## config.mk

```make
export PLATFORM = sky130hd
export DESIGN_NAME = apb2axi_burst_write_builder
export DESIGN_NICKNAME = d
export VERILOG_FILES = /design/src/rtl/apb2axi_burst_write_builder.sv
export SDC_FILE = /design/constraint.sdc
export NUM_CORES = 1
export LEC_CHECK = 0
export CAP_MARGIN = 10
export CORE_AREA = 4 4 104 106
export CTS_CLUSTER_SIZE = 28
export DETAILED_ROUTE_END_ITERATION = 10
export DIE_AREA = 0 0 108 110
export PLACE_DENSITY = 0.85
export RECOVER_POWER = 25
export SYNTH_ARGS = -nofsm -noshare
export SYNTH_HDL_FRONTEND = slang
export SYNTH_SLANG_ARGS = --single-unit
```

## constraint.sdc

```tcl
create_clock -name aclk -period 3.75 [get_ports aclk]
set_input_delay 0.75 -clock aclk [delete_from_list [all_inputs] [get_ports aclk]]
set_output_delay 0.75 -clock aclk [all_outputs]
set_load 0.02 [all_outputs]
```

## src/rtl/apb2axi_burst_write_builder.sv

```systemverilog
// ---------------------------------------------------------------------------
// apb2axi_burst_write_builder
//
// AXI write-issue engine for the APB2AXI bridge. Pops one write command
// {id, size, len, addr} from the command FIFO and issues the AW burst
// address. It streams len+1 W beats from the write-data FIFO at the same
// time, then tracks outstanding B responses. B responses pass straight
// through to the upstream done channel.
//
// Ports
//   aclk, aresetn        clock, asynchronous active-low reset
//   cmd_valid/ready/data command FIFO pop interface
//   wd_valid/ready/data/strb  write-data FIFO pop interface
//   aw* / w* / b*        AXI4 write address, data and response channels
//   done_valid/ready/id/resp  completed write status to the APB side
//   outstanding          AW-accepted writes still waiting for B
//   err_unexp_b          sticky flag: B accepted while nothing outstanding
// ---------------------------------------------------------------------------
module apb2axi_burst_write_builder #(
  parameter int unsigned AXI_ADDR_W      = 32,
  parameter int unsigned AXI_DATA_W      = 64,
  parameter int unsigned AXI_ID_W        = 4,
  parameter int unsigned MAX_OUTSTANDING = 4,
  parameter int unsigned CMD_W           = AXI_ID_W + 3 + 4 + AXI_ADDR_W
) (
  input  logic                    aclk,
  input  logic                    aresetn,
  // command FIFO
  input  logic                    cmd_valid,
  output logic                    cmd_ready,
  input  logic [CMD_W-1:0]        cmd_data,
  // write-data FIFO
  input  logic                    wd_valid,
  output logic                    wd_ready,
  input  logic [AXI_DATA_W-1:0]   wd_data,
  input  logic [AXI_DATA_W/8-1:0] wd_strb,
  // AXI AW
  output logic [AXI_ID_W-1:0]     awid,
  output logic [AXI_ADDR_W-1:0]   awaddr,
  output logic [3:0]              awlen,
  output logic [2:0]              awsize,
  output logic [1:0]              awburst,
  output logic                    awlock,
  output logic [3:0]              awcache,
  output logic [2:0]              awprot,
  output logic                    awvalid,
  input  logic                    awready,
  // AXI W
  output logic [AXI_DATA_W-1:0]   wdata,
  output logic [AXI_DATA_W/8-1:0] wstrb,
  output logic                    wlast,
  output logic                    wvalid,
  input  logic                    wready,
  // AXI B
  input  logic [AXI_ID_W-1:0]     bid,
  input  logic [1:0]              bresp,
  input  logic                    bvalid,
  output logic                    bready,
  // completion status upstream
  output logic                    done_valid,
  output logic [AXI_ID_W-1:0]     done_id,
  output logic [1:0]              done_resp,
  input  logic                    done_ready,
  // status
  output logic [3:0]              outstanding,
  output logic                    err_unexp_b
);

  typedef enum logic [1:0] {
    IDLE    = 2'd0,
    ACTIVE  = 2'd1,
    DRAIN_W = 2'd2
  } state_t;

  state_t                  r_state;
  state_t                  w_state_nxt;

  logic [AXI_ID_W-1:0]     r_id;
  logic [2:0]              r_size;
  logic [3:0]              r_len;
  logic [AXI_ADDR_W-1:0]   r_addr;
  logic [3:0]              r_beat_cnt;
  logic                    r_aw_done;
  logic [3:0]              r_outstanding;
  logic                    r_err_unexp_b;

  logic                    w_full;
  logic                    w_cmd_ready;
  logic                    w_awvalid;
  logic                    w_wvalid;
  logic                    w_wd_ready;
  logic                    w_wlast;
  logic                    w_cmd_pop;
  logic                    w_aw_hs;
  logic                    w_w_hs;
  logic                    w_b_hs;
  logic                    w_b_dec;

  assign w_full = (r_outstanding >= 4'(MAX_OUTSTANDING));

  // ------------------------------------------------------------------------
  // Next-state and channel control
  // ------------------------------------------------------------------------
  always_comb begin
    w_state_nxt = r_state;
    w_cmd_ready = 1'b0;
    w_awvalid   = 1'b0;
    w_wvalid    = 1'b0;
    w_wd_ready  = 1'b0;
    w_wlast     = 1'b0;
    unique case (r_state)
      IDLE: begin
        // cmd_ready is gated by aresetn so it drops as soon as reset asserts
        w_cmd_ready = aresetn && !w_full;
        if (cmd_valid && w_cmd_ready) begin
          w_state_nxt = ACTIVE;
        end
      end
      ACTIVE: begin
        w_awvalid  = !r_aw_done;
        w_wvalid   = wd_valid;
        w_wd_ready = wready;
        w_wlast    = (r_beat_cnt == r_len);
        if (wd_valid && wready && w_wlast) begin
          // AW already taken, or taken on this same edge, finishes the burst
          w_state_nxt = (r_aw_done || awready) ? IDLE : DRAIN_W;
        end
      end
      DRAIN_W: begin
        w_awvalid = 1'b1;
        if (awready) begin
          w_state_nxt = IDLE;
        end
      end
      default: begin
        w_state_nxt = IDLE;
      end
    endcase
  end

  assign w_cmd_pop = cmd_valid && w_cmd_ready;
  assign w_aw_hs   = w_awvalid && awready;
  assign w_w_hs    = w_wvalid && wready;
  assign w_b_hs    = bvalid && done_ready;
  // a B with nothing outstanding is flagged, never counted
  assign w_b_dec   = w_b_hs && (r_outstanding != '0);

  // ------------------------------------------------------------------------
  // State, command capture, beat/outstanding tracking
  // ------------------------------------------------------------------------
  always_ff @(posedge aclk or negedge aresetn) begin
    if (!aresetn) begin
      r_state       <= IDLE;
      r_id          <= '0;
      r_size        <= '0;
      r_len         <= '0;
      r_addr        <= '0;
      r_beat_cnt    <= '0;
      r_aw_done     <= 1'b0;
      r_outstanding <= '0;
      r_err_unexp_b <= 1'b0;
    end else begin
      r_state <= w_state_nxt;

      if (w_cmd_pop) begin
        r_id       <= cmd_data[CMD_W-1 -: AXI_ID_W];
        r_size     <= cmd_data[AXI_ADDR_W+4 +: 3];
        r_len      <= cmd_data[AXI_ADDR_W +: 4];
        r_addr     <= cmd_data[AXI_ADDR_W-1:0];
        r_beat_cnt <= '0;
        r_aw_done  <= 1'b0;
      end else begin
        if (w_w_hs) begin
          r_beat_cnt <= r_beat_cnt + 4'd1;
        end
        if (w_aw_hs) begin
          r_aw_done <= 1'b1;
        end
      end

      if (w_aw_hs && !w_b_dec) begin
        r_outstanding <= r_outstanding + 4'd1;
      end else if (!w_aw_hs && w_b_dec) begin
        r_outstanding <= r_outstanding - 4'd1;
      end

      if (w_b_hs && (r_outstanding == '0)) begin
        r_err_unexp_b <= 1'b1;
      end
    end
  end

  // ------------------------------------------------------------------------
  // Outputs
  // ------------------------------------------------------------------------
  assign cmd_ready   = w_cmd_ready;

  assign awid        = r_id;
  assign awaddr      = r_addr;
  assign awlen       = r_len;
  assign awsize      = r_size;
  assign awburst     = 2'b01;
  assign awlock      = 1'b0;
  assign awcache     = 4'b0011;
  assign awprot      = 3'b000;
  assign awvalid     = w_awvalid;

  assign wvalid      = w_wvalid;
  assign wd_ready    = w_wd_ready;
  assign wdata       = wd_data;
  assign wstrb       = wd_strb;
  assign wlast       = w_wlast;

  assign bready      = done_ready;
  assign done_valid  = bvalid;
  assign done_id     = bid;
  assign done_resp   = bresp;

  assign outstanding = r_outstanding;
  assign err_unexp_b = r_err_unexp_b;

endmodule
```

==> impl_results.md <==
- Status: finished clean
- Residual DRC: 0
- Number of max-cap violations: 0
- Worst-margin pin slew: 1.38 ns
- Std cell rows: 36
- Global-route usage over all layers: between 10% and 20%
- Proportion of layout cells with a drive suffix above 1: 3.39%
- Clock Root Buffer: clkbuf_8
- Synth Register Bits: between 50 and 60
- Pre-CTS setup slack: between 0.8 and 0.9 ns
- Synthesized netlist cell count: ~360
- Worst-path clk slew: about 0.11 ns
- RSZ-0062 raised after global routing: no
- Main combinational cell family by area after synthesis: buffers and inverters
- Crit path launch type: flip-flop
- Final period util: between 70% and 80%
- Area growth syn-to-layout: 18.6%
- Rel. slew slack: between 7 and 8%
- Area contributors post-synth: dfrtp_1, buf_4, nand2_1
- Clock sink count: 55
- Max-slew violation count: 0
- H-tree levels: 2
- Core Region: between 9000 and 10000 um2
- Adder-Cell Fraction of Synth Area: 3.39%
- DR iter-0 viols: 64
- Hold Buf Count CTS: 0
- Hold Startpoint: awaddr[10]$_DFFE_PN0P_
- Routed len/inst: between 10 and 15 um
- Fillcell total: between 900 and 1000
- Worst vdd ir: ~0.33 mV
- Leakage power: ~1.8 nW
- Final nets: 520
- Simple-gate share of the synthesized area: between 20 and 25%
- Final setup skew: 0.0108 ns
- Clk_lat worst skew: around 0.30 ns
- Pwr Total: about 0.0028 W
- Synth top cells by count: nand2_1, buf_4, dfrtp_1
- Fmax: 351 MHz
- Hold Path Class: flip-flop to flip-flop
- I/O pin total: about 270
- DP HPWL: roughly 5400 um
- Top-count cell post-synth: nand2_1
- Hold WS: around 0.49 ns
- Total number of vias: 2310
- DIE WIDTH: 108 um
- Async SR Flop Fraction: 100%
- Synth top area share: a little over two fifths
- Die height: between 100 and 150 um
- Largest net degree at the start of global routing: 57
- XOR/XNOR Fraction of Synth Area: under 10%
- Avg Cell Area, Syn: roughly 8.8 um2
- CP Data Arrival Time: roughly 2.1 ns
- Synthesized area: around 3200 um2
- Wirelength, routed: between 7000 and 8000 um
- Multiplexer area fraction after synthesis: 0.985%
- Crit path from: awlen[3]$_DFFE_PN0P_
- Setup ws final: between 0.8 and 0.9 ns
- Worst reg2reg startpoint: r_state[0]$_DFFE_PN0P_
- DR vias/cell: about 4.5
- # setup viols final: 0
- Compound-Gate Fraction of Synth Area: under 10%
- Post-synth EDFFs: 0
- Distinct cell type count after synthesis: 39
- Crit path time final: 2.85 ns
- DRT Pass-1 Iters: 4
- Grt ovf: 0
- Initial antenna violation count: 0
- TritonCTS clock tree: yes
- CP Capture Type: primary output
- Post-CTS sizing: 0
- Longest Clk Path Bufs: 2
- Setup CP Type: flip-flop to primary output
- Final ANT Viol Nets: 0
- Pwr Density: 753 nW/um2
- Initial core utilization: between 30 and 40%
- Ys flop type: dfrtp_1
- Setup TNS: 0 ns
- Post-synthesis sequential area ratio: between 40% and 50%
- Leading area contributor after synthesis: dfrtp_1
- Number of antenna diodes: 0
- Crit-path max FO: 5
- Synth Warn #: 0
- Final number of hold-violating endpoints: 0
- CP Data Required Time: 3.00 ns
- Vias in the first global route: 2490
- First-pass GRT wire length: between 10000 and 15000 um
- Port bufs: ~110
- Die Area: between 10000 and 15000 um2
- TritonCTS buffer count: 5
- Post-CTS Repair Setup Buffers: 0
- Final Wtd Congestion: ~0.82
state kept, by name, indices dropped and copies added, names as in the netlist:
| name | cells |
|---|---|
| r_aw_done | 1 |
| awlen | 4 |
| awid | 4 |
| r_beat_cnt | 4 |
| awaddr | 32 |
| awsize | 3 |
| r_state | 2 |
| outstanding | 4 |
| err_unexp_b | 1 |
placed cells by master, fill, tap and decap left out, types with 3 or more instances in the layout:
| cell | synthesis | routed |
|---|---|---|
| nand2_1 | 136 | 136 |
| clkdlybuf4s50_1 | 0 | 104 |
| dfrtp_1 | 55 | 55 |
| conb_1 | 2 | 10 |
| ha_1 | 7 | 7 |
| nor3_1 | 6 | 6 |
| xor2_1 | 6 | 6 |
| clkbuf_8 | 0 | 6 |
| nor2_1 | 5 | 5 |
| and2_1 | 4 | 4 |
| nand3_1 | 4 | 4 |
| inv_1 | 3 | 3 |
| o21ai_0 | 3 | 3 |
through the flow:
step | instance area, um2 | instances | utilization (%)
detailed placement | 3680 | 509 | 37.6
CTS | 3770 | 517 | 38.6
global placement | 3680 | 509 | 37.6
floorplan | 3210 | 370 | -
global route | 3770 | 517 | 38.6
finish | 3770 | 517 | 38.6
worst max-delay path: stages (launching register included):
cell and delay [ns]:
dfrtp_1 0.43, xor2_1 0.20, nor4_4 0.40, and2_1 0.18
clkdlybuf4s50_1 0.59
logic make-up after synthesis:
kind of cell    count (synthesis)
flops                          55
xor+xnor                        8
simple gates                  167
buf+inv                       103
fa+ha+maj                       8
compound gates                 16
mux                             3
other cells                     2
routing by layer:
layer | part of all wire (%) | global-route usage (%) | vias to the layer above
li1 | - | - | 1077
met1 | 38 | 13.1 | 1063
met2 | 49 | 21.4 | 126
met3 | 9.6 | 4.25 | 44
met4 | 3.3 | 6.22 | 0
met5 | 0 | 0 | -
area by class of cell:
cell class / instances / area [um2] / share of cell area [%]
Clock buffer: 7 / 86.3 / 2.29
Clock inverter: 1 / 8.76 / 0.232
Inverter: 3 / 11.3 / 0.299
Multi-Input combinational cell: 212 / 1070 / 28.4
Sequential cell: 55 / 1380 / 36.5
Tap cell: 133 / 166 / 4.42
Timing Repair Buffer: 106 / 1050 / 27.9
power by group:
part           switching [W]  total, W  internal (W)  leakage [nW]
clock               0.000195  0.000347      0.000152        0.0484
combinational       0.000772   0.00145      0.000679          1.03
sequential          0.000193   0.00104      0.000848         0.692
total                0.00116   0.00284       0.00168          1.77
final timing paths:
kind | endpoint | slack, ns | cells after the start
max | wlast | 0.90 | 4
min | awaddr[10]$_DFFE_PN0P_ | 0.49 | 2
max reg2reg | outstanding[3]$_DFFE_PN0P_ | 0.97 | 10
min reg2reg | awaddr[10]$_DFFE_PN0P_ | 0.49 | 2
max in group asynchronous | awaddr[17]$_DFFE_PN0P_ | 1.89 | 2
min in group asynchronous | awsize[1]$_DFFE_PN0P_ | 1.01 | 2
No activity file was read; power rests on OpenSTA's default activity.
